==> src/rtl/fetchq_pkg.sv <==
// Shared types and constants for the IF/ID fetch queue.
// Default depth, the bubble instruction and the {pc, instr} entry bundle.
package fetchq_pkg;

  localparam int          FETCHQ_DEPTH = 4;
  localparam logic [31:0] FETCHQ_NOP   = 32'h0;

  typedef struct packed {
    logic [31:0] pc;
    logic [31:0] instr;
  } fetch_entry_t;

endpackage

==> src/rtl/fetchq_mem.sv <==
// Fetch queue storage: DEPTH x 64-bit register array, no reset.
// Ports: clk_i, we_i/waddr_i/wdata_i (sync write), raddr_i/rdata_o (comb read).
module fetchq_mem
  import fetchq_pkg::*;
#(
  parameter int DEPTH = FETCHQ_DEPTH,
  parameter int AW    = $clog2(DEPTH)
) (
  input  logic          clk_i,
  input  logic          we_i,
  input  logic [AW-1:0] waddr_i,
  input  fetch_entry_t  wdata_i,
  input  logic [AW-1:0] raddr_i,
  output fetch_entry_t  rdata_o
);

  fetch_entry_t mem_q [DEPTH];

  always_ff @(posedge clk_i) begin
    if (we_i) begin
      mem_q[waddr_i] <= wdata_i;
    end
  end

  assign rdata_o = mem_q[raddr_i];

endmodule

==> src/rtl/if_fetch_queue.sv <==
// IF->ID decoupling FIFO: buffers {pc, instr}, presents oldest to ID.
// Ports: clk_i, rst_n_i, start_i, fetch_valid_i, pc_i, instr_i,
//   fetch_ready_o, stall_i, flush_i, id_valid_o, id_pc_o, id_instr_o.
// Optional (FETCHQ_STATS_EN): stall_cnt_o, flush_cnt_o.
module if_fetch_queue
  import fetchq_pkg::*;
#(
  parameter int          DEPTH = FETCHQ_DEPTH,
  parameter logic [31:0] NOP   = FETCHQ_NOP
) (
  input  logic        clk_i,
  input  logic        rst_n_i,
  input  logic        start_i,
  input  logic        fetch_valid_i,
  input  logic [31:0] pc_i,
  input  logic [31:0] instr_i,
  output logic        fetch_ready_o,
  input  logic        stall_i,
  input  logic        flush_i,
  output logic        id_valid_o,
  output logic [31:0] id_pc_o,
`ifdef FETCHQ_STATS_EN
  output logic [31:0] id_instr_o,
  output logic [31:0] stall_cnt_o,
  output logic [31:0] flush_cnt_o
`else
  output logic [31:0] id_instr_o
`endif
);

  localparam int AW = $clog2(DEPTH);
  localparam logic [AW:0] FULL = (AW+1)'(DEPTH);

  logic [AW-1:0] rd_ptr_q;
  logic [AW-1:0] wr_ptr_q;
  logic [AW:0]   count_q;

  logic         enq;
  logic         deq;
  fetch_entry_t wr_entry;
  fetch_entry_t rd_entry;

  assign fetch_ready_o = start_i & (count_q < FULL);
  assign id_valid_o    = (count_q != '0);

  assign enq = start_i & fetch_valid_i
             & fetch_ready_o & ~flush_i;
  assign deq = start_i & id_valid_o
             & ~stall_i & ~flush_i;

  assign wr_entry.pc    = pc_i;
  assign wr_entry.instr = instr_i;

  fetchq_mem #(
    .DEPTH (DEPTH),
    .AW    (AW)
  ) u_mem (
    .clk_i   (clk_i),
    .we_i    (enq),
    .waddr_i (wr_ptr_q),
    .wdata_i (wr_entry),
    .raddr_i (rd_ptr_q),
    .rdata_o (rd_entry)
  );

  // Storage is never cleared, so mask stale words when empty.
  assign id_pc_o    = id_valid_o ? rd_entry.pc    : 32'h0;
  assign id_instr_o = id_valid_o ? rd_entry.instr : NOP;

  always_ff @(posedge clk_i or negedge rst_n_i) begin
    if (!rst_n_i) begin
      rd_ptr_q <= '0;
      wr_ptr_q <= '0;
      count_q  <= '0;
    end else if (start_i) begin
      if (flush_i) begin
        // Empty by catching the reader up to the writer.
        rd_ptr_q <= wr_ptr_q;
        count_q  <= '0;
      end else begin
        if (enq) wr_ptr_q <= wr_ptr_q + 1'b1;
        if (deq) rd_ptr_q <= rd_ptr_q + 1'b1;
        unique case ({enq, deq})
          2'b10:   count_q <= count_q + 1'b1;
          2'b01:   count_q <= count_q - 1'b1;
          default: count_q <= count_q;
        endcase
      end
    end
  end

`ifdef FETCHQ_STATS_EN
  logic stall_hit;
  logic flush_hit;

  assign stall_hit = start_i & stall_i & id_valid_o;
  assign flush_hit = start_i & flush_i;

  always_ff @(posedge clk_i or negedge rst_n_i) begin
    if (!rst_n_i) begin
      stall_cnt_o <= '0;
      flush_cnt_o <= '0;
    end else begin
      if (stall_hit && stall_cnt_o != 32'hFFFF_FFFF)
        stall_cnt_o <= stall_cnt_o + 32'd1;
      if (flush_hit && flush_cnt_o != 32'hFFFF_FFFF)
        flush_cnt_o <= flush_cnt_o + 32'd1;
    end
  end
`endif

endmodule

==> config.mk <==
export PLATFORM = sky130hd
export DESIGN_NAME = if_fetch_queue
export DESIGN_NICKNAME = d
export VERILOG_FILES = /design/src/rtl/fetchq_pkg.sv /design/src/rtl/fetchq_mem.sv /design/src/rtl/if_fetch_queue.sv
export SDC_FILE = /design/constraint.sdc
export NUM_CORES = 1
export LEC_CHECK = 0
export ABC_AREA = 1
export CORE_MARGIN = 2
export CORE_UTILIZATION = 40
export DETAILED_ROUTE_END_ITERATION = 7
export DONT_BUFFER_PORTS = 1
export PLACE_DENSITY_LB_ADDON = 0.25
export SETUP_SLACK_MARGIN = 0.5
export SYNTH_ARGS = -nofsm -noshare
export SYNTH_HDL_FRONTEND = slang
export SYNTH_SLANG_ARGS = --single-unit
==> constraint.sdc <==
create_clock -name clk_i -period 4.9 [get_ports clk_i]
set_input_delay 0.98 -clock clk_i [delete_from_list [all_inputs] [get_ports clk_i]]
set_output_delay 0.98 -clock clk_i [all_outputs]
set_load 0.005 [all_outputs]
==> flow_summary.json <==
{
  "cts_setup_buffers": 0,
  "grtUsageTotal_pct": 15.51,
  "ios": 136,
  "grt_max_degree": 69,
  "hold_viol": 0,
  "dieHeight_um": 165.3,
  "place_area_um2": 10750,
  "cts_hold_buffers": 0,
  "gp_congestion": 0.7418,
  "layout-drive-gt1-share_pct": 9.390,
  "dp.cells": 1136,
  "relSlewSlack_pct": 28.97,
  "startpoint_type": "register",
  "start_util_pct": 40.30,
  "instances_no_fill": 1187,
  "design_area_um2": 11640,
  "reg2reg_depth": 6,
  "clock_sinks": 263,
  "clk_pin_slew_ns": 0.06,
  "top_layer": "met4",
  "setup_viol": 0,
  "period_share_pct": 68.97,
  "cts_tree": "built",
  "path_class": "reg2out",
  "synth_area_um2": 10410,
  "syn_avg_cell_area_um2": 12.47,
  "num_vias": 6043,
  "first_iter_violations": 297,
  "clock_path_buffers": 3,
  "cts_resized": 0,
  "drc": 0,
  "layout_common_cells": "nor2_1 (260), edfxtp_1 (256), o21ai_0 (131), a21oi_1 (66), clkbuf_16 (28)",
  "dp_hpwl_um": 12140,
  "nNetsFinal": 906,
  "worstSkewPairLatency_ns": 0.54,
  "postRouteAntennaNets": 0,
  "grt_pass1_vias": 5884,
  "die_width_um": 165.3,
  "final_common_cell": "nor2_1",
  "ys_ff_latch": 263,
  "r2r_start": "count_q[2]$_DFFE_PN0P_",
  "cts_buffers": 28,
  "cts_max_level": 1,
  "critPathRequiredTime_ns": 3.92,
  "p_total_uw": 6329,
  "rsz0062_at_grt": "no",
  "r2r-end": "u_mem.mem_q[0][2]$_DFFE_PP_",
  "core.rowCount": 59,
  "wl_met2_um": 10560,
  "grt_pass1_wl_um": 32410,
  "vias_per_cell": 5.091,
  "wl_per_cell_um": 18.24,
  "yosysSeqAreaShare_pct": 75.51,
  "synth_cells": 835,
  "wl_um": 21650,
  "synth_warnings": 0,
  "crit_fanout": 49,
  "antenna_found_initial": 0,
  "r2r_setup_slack_ns": 2.46,
  "first_pass_iters": 4,
  "hold_path_class": "in2async",
  "cts_root_buf": "clkbuf_16",
  "ir_worst_vdd_mv": 0.3411,
  "fin_tns_setup_ns": 0,
  "synth_nets": 910,
  "gr-total-overflow": 0,
  "fmax_ghz": 0.2959,
  "power.leakage_uw": 0.003851,
  "design.core.area_um2": 25840,
  "worst_pin_slew_ns": 1.064,
  "finalClockSkew_ns": 0.02109,
  "antenna_cells": 0,
  "die_area_um2": 27340,
  "slew_viol_final": 0,
  "endpoint_kind": "primary output",
  "fin_hold_ws_ns": 0.1450,
  "fillers": 2337,
  "wl_met3_um": 1837,
  "outcome": "completed",
  "wl_met1_um": 8834,
  "cap_violations": 0,
  "fin_crit_ns": 3.379,
  "p_per_area_nw_per_um2": 543.5,
  "area_delta_synth_final_pct": 11.84,
  "synth_cell_type_count": 22,
  "port_buffers": 0,
  "cp.arrival_ns": 2.40
}
-- sequential cells by signal (all words and copies together), names as in the netlist --
register     cells
u_mem.mem_q    256
count_q          3
rd_ptr_q         2
wr_ptr_q         2
-- where the power goes --
group,switching (uW),internal [uW]
clock,821,1210
sequential,42.1,2610
combinational,1180,462
total,2050,4280
-- area by class of cell --
type                    count  area, um2  area share, %
multi-input cells         504       2275          19.53
clock inverters            18      178.9          1.536
flip-flops and latches    263       7868          67.56
well taps                 335      419.2          3.599
repair buffers             15      112.6         0.9670
inverters                  19      72.57         0.6232
clock buffers              33      719.4          6.178
-- worst max-delay path, stage by stage, from the launching register on --
cell,delay [ns]
dfrtp_2,0.40
inv_2,0.76
buf_4,0.40
nor2_1,0.07
o21ai_0,0.07
a21oi_1,0.13
-- synth_stat cells (all sizes together) --
cell type,number,share of area [%]
nand2,29,1.2
clkbuf,21,0.78
buf,28,1.5
o21ai,132,6.4
a21oi,66,3.2
edfxtp,256,74
inv,19,0.68
ha,5,0.60
nor2,267,9.7
xor2,2,0.17
dfrtp,7,1.7
a32oi,1,0.084
nand3,2,0.19
-- worst max path at each step --
stage	from	endpoint	slack, ns	cells past startpoint
floorplan	fetch_valid_i	u_mem.mem_q[0][0]$_DFFE_PP_	0.40	4
global placement	fetch_valid_i	u_mem.mem_q[0][7]$_DFFE_PP_	1.98	5
detailed placement	fetch_valid_i	u_mem.mem_q[0][5]$_DFFE_PP_	1.97	5
CTS	rd_ptr_q[1]$_DFFE_PN0P_	id_instr_o[17]	1.45	5
global route	rd_ptr_q[1]$_DFFE_PN0P_	id_instr_o[19]	1.31	5
finish	rd_ptr_q[1]$_DFFE_PN0P_	id_instr_o[12]	1.52	5
-- through the flow --
stage | setup slack (ns) | util (%)
detailed placement | 1.967 | 41.59
global route | 1.314 | 45.07
CTS | 1.449 | 45.07
finish | 1.521 | 45.07
floorplan | 0.4037 | -
global placement | 1.984 | 41.59
-- kinds of logic (layout without fill, tap and decap cells) --
group / count (synthesis) / in the layout / synth area share [%]
simple gates: 298 / 298 / 11.15
flops: 263 / 263 / 75.51
compound gates: 199 / 199 / 9.637
buf+inv: 68 / 85 / 2.932
fa+ha+maj: 5 / 5 / 0.6008
xor+xnor: 2 / 2 / 0.1683
-- layer usage --
layer  track usage [%]  vias to the layer above
li1                  -                     2923
met3             5.544                       31
met1             18.60                     2932
met5                 0                        -
met2             26.93                      157
met4             3.448                        0
No activity file was read; power rests on OpenSTA's default activity.
